### src/rtl/nbit_universal_register.sv
// rtl/nbit_universal_register.sv - n-bit universal register: load, shift, rotate, increment, decrement
module nbit_universal_register #(
  parameter int n = 8
) (
  input  logic         clk,
  input  logic         rst,
  input  logic         en,
  input  logic [2:0]   mode,
  input  logic [n-1:0] in0,
  input  logic         sin_r,
  input  logic         sin_l,
  output logic [n-1:0] out0,
  output logic         cout,
  output logic         zero
);

  localparam logic [2:0] MODE_HOLD = 3'b000;
  localparam logic [2:0] MODE_LOAD = 3'b001;
  localparam logic [2:0] MODE_SHL  = 3'b010;
  localparam logic [2:0] MODE_SHR  = 3'b011;
  localparam logic [2:0] MODE_ROL  = 3'b100;
  localparam logic [2:0] MODE_ROR  = 3'b101;
  localparam logic [2:0] MODE_INC  = 3'b110;
  localparam logic [2:0] MODE_DEC  = 3'b111;

  logic [n-1:0] nxt;
  logic         nxt_c;
  logic [n:0]   inc_sum;

  assign inc_sum = {1'b0, out0} + {{n{1'b0}}, 1'b1};

  always_comb begin
    nxt   = out0;
    nxt_c = cout;
    case (mode)
      MODE_HOLD: begin
        nxt   = out0;
        nxt_c = cout;
      end
      MODE_LOAD: begin
        nxt   = in0;
        nxt_c = 1'b0;
      end
      MODE_SHL: begin
        nxt   = {out0[n-2:0], sin_r};
        nxt_c = out0[n-1];
      end
      MODE_SHR: begin
        nxt   = {sin_l, out0[n-1:1]};
        nxt_c = out0[0];
      end
      MODE_ROL: begin
        nxt   = {out0[n-2:0], out0[n-1]};
        nxt_c = out0[n-1];
      end
      MODE_ROR: begin
        nxt   = {out0[0], out0[n-1:1]};
        nxt_c = out0[0];
      end
      MODE_INC: begin
        nxt   = inc_sum[n-1:0];
        nxt_c = inc_sum[n];
      end
      MODE_DEC: begin
        // borrow only when wrapping from zero to all-ones
        nxt   = out0 - {{(n-1){1'b0}}, 1'b1};
        nxt_c = (out0 == '0);
      end
      default: begin
        nxt   = out0;
        nxt_c = cout;
      end
    endcase
  end

  genvar i;
  generate
    for (i = 0; i < n; i++) begin : g_bit
      logic q;
      always_ff @(posedge clk or posedge rst) begin
        if (rst)
          q <= 1'b0;
        else if (en)
          q <= nxt[i];
      end
      assign out0[i] = q;
    end
  endgenerate

  always_ff @(posedge clk or posedge rst) begin
    if (rst)
      cout <= 1'b0;
    else if (en)
      cout <= nxt_c;
  end

  assign zero = ~|out0;

endmodule

### config.mk
export PLATFORM = sky130hd
export DESIGN_NAME = nbit_universal_register
export DESIGN_NICKNAME = d
export VERILOG_FILES = /design/src/rtl/nbit_universal_register.sv
export SDC_FILE = /design/constraint.sdc
export NUM_CORES = 1
export LEC_CHECK = 0
export ABC_AREA = 1
export CAP_MARGIN = 20
export CELL_PAD_IN_SITES_DETAIL_PLACEMENT = 1
export CELL_PAD_IN_SITES_GLOBAL_PLACEMENT = 1
export CORE_ASPECT_RATIO = 1.25
export CORE_MARGIN = 2
export CORE_UTILIZATION = 36
export DETAILED_ROUTE_END_ITERATION = 8
export PLACE_DENSITY_LB_ADDON = 0.1
export REMOVE_ABC_BUFFERS = 1
export SYNTH_ARGS = -nofsm -noshare
export SYNTH_HDL_FRONTEND = slang
export SYNTH_SLANG_ARGS = --single-unit
### constraint.sdc
create_clock -name clk -period 2.5 [get_ports clk]
set_clock_uncertainty 0.05 [all_clocks]
set_input_delay 0.5 -clock clk [delete_from_list [all_inputs] [get_ports clk]]
set_output_delay 0.5 -clock clk [all_outputs]
set_load 0.005 [all_outputs]
---- Yosys cells after proc, flatten, opt, wreduce, memory -nomap -nowiden ----
Cells that the tools add are included.
Widths: inputs -> output; s select.
operators by class
  reduce and logical (&&, ||, !) cells .... 7
  equal/unequal tests ..................... 7
  bitwise logic cells ..................... 1
  add/sub/neg operators ................... 2
  multiplexer cells ....................... 2
operators by type and width
  kind                 number
  $pmux 8 s7           1
  $eq 3x3->1 const B   4
  $add 8x1->9 const B  1
  $logic_not 8->1      1
  $reduce_or 8->1      1
  $sub 8x1->8 const B  1
  $eq 3x2->1 const B   2
  $pmux 1 s5           1
  $reduce_or 2->1      2
  $eq 3x1->1 const B   1
  $logic_not 3->1      1
  $reduce_and 2->1     1
  $logic_not 1->1      1
  $not 1->1            1
word-level totals
  flip-flop bits (word level) ............. 9
  output and inout port bits .............. 10
  input bits .............................. 16
  word-level logic and storage cells ...... 28

---- Logic depth before layout (Yosys ltp) ----
Gate-level depths: netlist of run 1.
  word-level depth ........................ 3
  gate-level depth with buffers ........... 10
  gate-level depth less buffers ........... 10

---- Worst setup path after synthesis of run 1 ----
OpenSTA, ideal clock, no wires.
  path type ............................... flip-flop to output port
  from .................................... register g_bit[0].q
  to ...................................... output port zero
  path slack .............................. 0.780 ns
  cell stages (with the launch flop) ...... 7
  required time ........................... 1.950 ns
  arrival ................................. 1.170 ns
  path buffers ............................ 0
  path through ............................ dfrtp_1 inv_2 ha_1 nand2_1 nor2_2 nand2_1 nor3_1
on the way
  cells in the longest elaborated chain, start to end .. 2
RTL lines
  element                   RTL line  text
  start: declaration        79        logic q;
  start signal: assignment  84        q <= nxt[i];
  $reduce_or 8->1           97        assign zero = ~|out0;
  $logic_not 1->1           97
  end: declaration          14        output logic zero
No other way between the ends.

---- Worst setup path in the final report of run 1 ----
  from .................................... register g_bit[1].q
  to ...................................... output port zero
on the way
  cells in the longest elaborated chain, start to end .. 2
RTL lines
  element                   RTL line
  start: declaration        79
  start signal: assignment  84
  $reduce_or 8->1           97
  $logic_not 1->1           97
No other way between the ends.

==> summary.txt, run 1 <==
Timing
  • Least-Margin Pin Slew: 0.441 ns
  • RSZ-0062 raised after global routing: false
  • Final Max Tran Viols: 0
  • Minimum clock period: 2.06 ns
  • Setup_tns: 0 ns
  • FMAX: between 0.4 and 0.5 GHz
  • Final critical-path share of the clock period: 0.825
  • Final setup viols: 0
  • Hold Fails Final Rpt: 0
  • Relative slew margins: 0.705

Logic synthesis
  • Ranking of synthesized cells by area: nand2_1, dfrtp_1, nand3_1
  • Synthesized area: roughly 1200 um2
  • Yosys reg bits: 9
  • Synth cell count leaders: nand2_1, nor2_1, nand3_1, inv_1
  • Synth Instances: 207
  • Yosys top cell by area: nand2_1
  • Post-synth ARST share: 1.00
  • Sequential share of the synthesized area: 0.189
  • Top-area cell type share of the netlist area: 0.205
  • Top_reg_cell synth: dfrtp_1
  • Post-synth EDFFs: 0
  • Count of warnings emitted by yosys: 0
  • Top-count cell post-synth: nand2_1
  • Syn_area_per_cell: 5.75 um2
  • Distinct cells, synth: 24

Clocking
  • Num CTS Buffers: 3
  • CTS root buf: clkbuf_8
  • H-Tree Level Count: 1
  • Clk Latency, worst-skew pair: between 0.2 and 0.25 ns
  • CTS tree: yes
  • # Post-CTS Setup Buffers: 0
  • Max clock buf depth: 2
  • CTS clock-pin slew for the worst setup and hold paths: 0.04 ns
  • Sink Count: 9

Layout
  • Multi-input gate area: 756 um2
  • Finished Cell Area: 1460 um2
  • Layout cell share with drive strength beyond 1: 0.120
  • Area Growth Syn to Fin: 22.4%
  • Antenna cells: 0
  • Fin nets: 244
  • Storage cell area: 225 um2
  • # fillers: between 400 and 500

Placed design
  • Placed cell areas: 1400 um2
  • GP Congestion: 0.850
  • Placed wire-length estimate: 3130 um
  • Buffers on Ports: 25

Job
  • Max Cap Viol: 0

Route
  • First drt pass iteration count: 4
  • Final ANT Viol Nets: 0
  • Avg WL per Cell: around 14 um
  • Routed vias/inst: 5.29
  • Initial DRC count: slightly below 50
  • Vias: 1387
  • WL final: 3780 um
  • # DRC: 0

Die
  • Die Wd: 55.4 um
  • Initial Utilization: 0.373
  • Die Area: 3780 um2
  • I/O Pins: 26
  • Die height: 68.3 um
  • Rows: 23
  • Core area: about 3200 um2

Power and ir drop
  • Logic pwr share: 0.542
  • Cell-internal power: 467 uW
  • Net load switching power: 328 uW
  • PwrDens: 546 nW/um2
  • Clock Power Share: 0.208
  • Leak Pwr: 0.000728 uW
  • Peak supply drop: 0.323 mV
  • Switching Fraction: 0.412
  • Sequential share of power: 0.250

Outcome
  • Status: completed

Critical path
  • Worst setup EP type: primary output
  • CP Cell Sequence: inv_1 -> ha_2 -> nand2_1 -> nor2_4 -> nand2_1 -> nor3_1 -> dlymetal6s2s_1
  • CP Launch Type: flop
  • CP max stage cell: dfrtp_1
  • Crit-path most repeated cell: nand2_1
  • Worst Setup SP: g_bit[1].q
  • Worst path max stage delay: between 0.3 and 0.4 ns
  • Kind of critical path: flop to primary output
  • Flop2flop setup slack: about 0.86 ns
  • Worst Path Max Fanout: 4
  • Crit path required time: 1.95 ns
  • CP Data Arrival Time: 1.51 ns
  • Launch point of the worst reg-to-reg path: g_bit[0].q

Global route
  • Total congestion overflow: 0
  • Initial antenna violation count: 0
  • Vias in the first global route: 1458
  • Largest net degree at the start of global routing: 15
  • Met3 Resource Use GR: 0.0227
  • Met2 global-route usage: 0.415
  • GRT Max-Usage Layer: met2
  • First-pass GRT wire length: ~6400 um
  • Global Route Usage Sum: 0.214
  • GR Util met1: 0.243

Worst hold path
  • Hold path start: cout
  • Hold Crit Class: flop to flop
-- worst paths after layout --
| kind | endpoint | cells past startpoint |
|---|---|---|
| max | zero | 7 |
| min reg2reg | cout | 2 |
| min in group asynchronous | g_bit[0].q | 2 |
| max in group asynchronous | g_bit[7].q | 2 |
| min | cout | 2 |
| max reg2reg | g_bit[4].q | 10 |
-- stage by stage --
step	hold WS (ns)	utilization	std cells	setup WS [ns]	total power [uW]
final	0.434	0.456	262	0.437	795
after global routing	0.475	0.456	262	0.281	868
after global placement	0.418	0.439	258	0.297	616
after floorplan	0.278	-	189	0.763	426
after CTS	0.439	0.454	262	0.0280	806
after detailed placement	0.421	0.439	258	0.257	629
-- repair_timing --
item / CTS / global route
hold buffers: 0 / 0
endpoints found under the setup margin: 1 / 1
pin swaps: 0 / 0
hold endpoints to repair: 0 / 0
gates resized for setup: 1 / 2
-- kinds of logic (layout without fill, tap and decap cells) --
| kind of cell | after synthesis | after routing | synth area share |
|---|---|---|---|
| buffers and inverters | 39 | 57 | 0.182 |
| flip-flops | 9 | 9 | 0.189 |
| AO/OA/AOI/OAI | 21 | 21 | 0.105 |
| AND/OR/NAND/NOR | 136 | 136 | 0.503 |
| adder cells (fa/ha/maj) | 2 | 2 | 0.0210 |
-- registers in the layout, summed over array words and instances, names as in the netlist --
register  cells
cout          1
g_bit.q       8
-- power by group through the flow --
stage / Combinational [uW] / Clock (uW) / Sequential [uW]
floorplan: 200 / 0 / 226
global placement: 417 / 0 / 199
detailed placement: 429 / 0 / 200
CTS: 434 / 172 / 199
global route: 485 / 180 / 203
finish: 431 / 165 / 199
-- critical path: cells and delay by family, from the launching register on --
| family | cells | cell delay, ns |
|---|---|---|
| AND/OR/NAND/NOR | 4 | 0.45 |
| flip-flops | 1 | 0.37 |
| adder cells (fa/ha/maj) | 1 | 0.20 |
| buffers and inverters | 2 | 0.26 |
-- final cells by class --
| type | instances | share of cell area |
|---|---|---|
| multi-input cells | 159 | 0.519 |
| repair buffers | 32 | 0.210 |
| flip-flops and latches | 9 | 0.155 |
| inverters | 21 | 0.0541 |
| well taps | 37 | 0.0318 |
| clock buffers | 4 | 0.0309 |
-- metal layers --
| metal | routed length, um | part of all wire |
|---|---|---|
| met1 | 1690 | 0.45 |
| met2 | 1910 | 0.51 |
| met3 | 116 | 0.031 |
| met4 | 57 | 0.015 |
| met5 | 0 | 0 |
-- cell usage in the layout (no fill, tap or decap), drive strengths merged, types with 4 or more instances in the layout --
| cell | netlist | final |
|---|---|---|
| dfrtp | 9 | 9 |
| nor2 | 30 | 30 |
| nand2 | 67 | 67 |
| clkbuf | 0 | 4 |
| o21ai | 10 | 10 |
| nand4 | 6 | 6 |
| clkdlybuf4s50 | 0 | 24 |
| inv | 21 | 21 |
| nand3 | 28 | 28 |
| buf | 18 | 7 |
| a21oi | 7 | 7 |
Power figures use the tool's default switching activity.
==> run 2, diff against run 1 <==
- CORE_UTILIZATION: 36 -> 31
- clock period: 2.5 -> 1.8 ns (I/O delays scaled with it)
==> summary.txt, run 2 (same netlist as run 1, synthesis figures left out) <==
Die
  • Core area: 3720 um2 (was 3190 um2)
  • Die height: 73.3 um (was 68.3 um)
  • Die Area: 4350 um2 (was 3780 um2)
  • Die Wd: 59.4 um (was 55.4 um)
  • Rows: 25 (was 23)
  • I/O Pins: 26 (unchanged)
  • Initial Utilization: 0.320 (was 0.373)

Route
  • Routed vias/inst: 5.07 (was 5.29)
  • First drt pass iteration count: 4 (unchanged)
  • Final ANT Viol Nets: 0 (unchanged)
  • Vias: 1446 (was 1387)
  • # DRC: 0 (unchanged)
  • WL final: 4190 um (was 3780 um)
  • Initial DRC count: 47 (was 49)
  • Avg WL per Cell: 14.7 um (was 14.4 um)

Layout
  • Layout cell share with drive strength beyond 1: 0.212 (was 0.120)
  • Antenna cells: 0 (unchanged)
  • Fin nets: 264 (was 244)
  • Most frequent cells in the layout: nand2_1, nor2_1, nand3_1, buf_4, clkdlybuf4s50_1 (was nand2_1, nor2_1, nand3_1)
  • Max reg flops: 8 (unchanged)
  • Area Growth Syn to Fin: 37.3% (was 22.4%)
  • Reg with most FFs: g_bit.q (unchanged)
  • Commonest non-fill, non-tap cell in the layout: nand2_1 (unchanged)
  • Largest registers: g_bit.q x8, cout x1 (unchanged)

Placed design
  • Buffers on Ports: 25 (unchanged)
  • GP Congestion: 0.889 (was 0.850)
  • Placed wire-length estimate: 3370 um (was 3130 um)

Critical path
  • Crit path required time: 1.39 ns (was 1.95 ns)
  • Kind of critical path: flop to primary output (unchanged)
  • Worst setup EP type: primary output (unchanged)
  • CP Launch Type: flop (unchanged)
  • Worst Path Max Fanout: 11 (was 4)
  • R2R cell count: 9 (was 10)
  • CP Data Arrival Time: 1.32 ns (was 1.51 ns)

Outcome
  • Status: completed (unchanged)

Timing
  • Final setup viols: 0 (unchanged)
  • Minimum clock period: 1.73 ns
  • Least-Margin Pin Slew: 0.352 ns (was 0.441 ns)
  • Hold Fails Final Rpt: 0 (unchanged)
  • Relative slew margins: 0.765 (was 0.705)
  • Final Max Tran Viols: 0 (unchanged)
  • Hold_ws: 0.349 ns (was 0.434 ns)
  • FMAX: 0.578 GHz
  • Setup_tns: 0 ns (unchanged)
  • Final critical-path share of the clock period: 0.960

Power and ir drop
  • Net load switching power: 501 uW (was 328 uW)
  • Logic pwr share: 0.594 (was 0.542)
  • Cell-internal power: 723 uW (was 467 uW)
  • Peak supply drop: 0.471 mV (was 0.323 mV)
  • Switching Fraction: 0.409 (was 0.412)
  • Tot Pwr: 1220 uW (was 795 uW)
  • Leak Pwr: 0.000826 uW (was 0.000728 uW)
  • Sequential share of power: 0.218 (was 0.250)
  • Clock Power Share: 0.188 (was 0.208)
  • PwrDens: 749 nW/um2 (was 546 nW/um2)

Clocking
  • Hold_buf cts: 0 (unchanged)
  • Clk Latency, worst-skew pair: 0.23 ns (about the same)
  • H-Tree Level Count: 1 (unchanged)
  • CTS root buf: clkbuf_8 (unchanged)
  • Num CTS Buffers: 3 (unchanged)
  • CTS clock-pin slew for the worst setup and hold paths: 0.04 ns (about the same)
  • Max clock buf depth: 2 (unchanged)
  • Sink Count: 9 (unchanged)
  • CTS tree: yes (unchanged)

Global route
  • Largest net degree at the start of global routing: 15 (unchanged)
  • Global Route Usage Sum: 0.201 (was 0.214)
  • Vias in the first global route: 1464 (was 1458)
  • Initial antenna violation count: 0 (unchanged)
  • First-pass GRT wire length: 6720 um (was 6440 um)
  • Total congestion overflow: 0 (unchanged)

Job
  • Max Cap Viol: 0 (unchanged)

Worst hold path
  • Hold Crit Class: input pin to asynchronous set/reset pin (was flop to flop)
==> run 2: cell types whose count changed in the layout (fill, tap and decap cells not counted), sizes merged <==
cell	previous run	this run
buf	7	28
clkdlybuf4s50	24	23
==> run 2: stage by stage <==
step	setup WS, ns	cells	utilization	instance area [um2]
after detailed placement	-0.184	280	0.416	1550
after global placement	-0.146	280	0.416	1550
final	0.0713	285	0.439	1630
after CTS	0.00668	284	0.434	1620
after global routing	-0.0202	285	0.439	1630
after floorplan	0.203	189	-	1050
==> run 2: power groups by stage <==
stage               logic, uW  registers (uW)  clock network (uW)
floorplan                 277             314                   0
global placement          654             263                   0
detailed placement        675             265                   0
CTS                       714             265                 236
global route              802             270                 258
finish                    727             266                 231
==> run 2: worst paths after layout <==
| path | from | endpoint | slack, ns |
|---|---|---|---|
| worst max register to register | g_bit[0].q | g_bit[4].q | 0.21 |
| max in group asynchronous | rst | g_bit[2].q | 1.10 |
| min in group clk | cout | cout | 0.45 |
| worst min register to register | cout | cout | 0.45 |
| worst max-delay path | g_bit[3].q | out0[3] | 0.07 |
| worst min-delay path | rst | g_bit[1].q | 0.35 |
==> run 2: area by class of cell <==
type / instances / area, um2
sequential: 9 / 225
clock buffer: 4 / 45.0
inverter: 21 / 78.8
multi-input combinational: 159 / 781
timing repair buffer: 52 / 454
tap: 40 / 50.0
fill: 514 / 2090
==> run 2: worst max-delay path: stages (launching register included) <==
cell and delay [ns]:
dfrtp_1 0.41, buf_6 0.17, clkdlybuf4s50_1 0.52
==> run 2: repair_timing <==
action,in CTS,in global routing
buffers inserted,0,1
resized for setup,11,3
endpoints found under the setup margin,1,6
pin swaps,3,3
cloned,0,0
==> run 2: routing by layer <==
| layer | global-route usage | part of all wire |
|---|---|---|
| met1 | 0.251 | 0.44 |
| met2 | 0.365 | 0.52 |
| met3 | 0.0123 | 0.018 |
| met4 | 0.0556 | 0.018 |
| met5 | 0 | 0 |
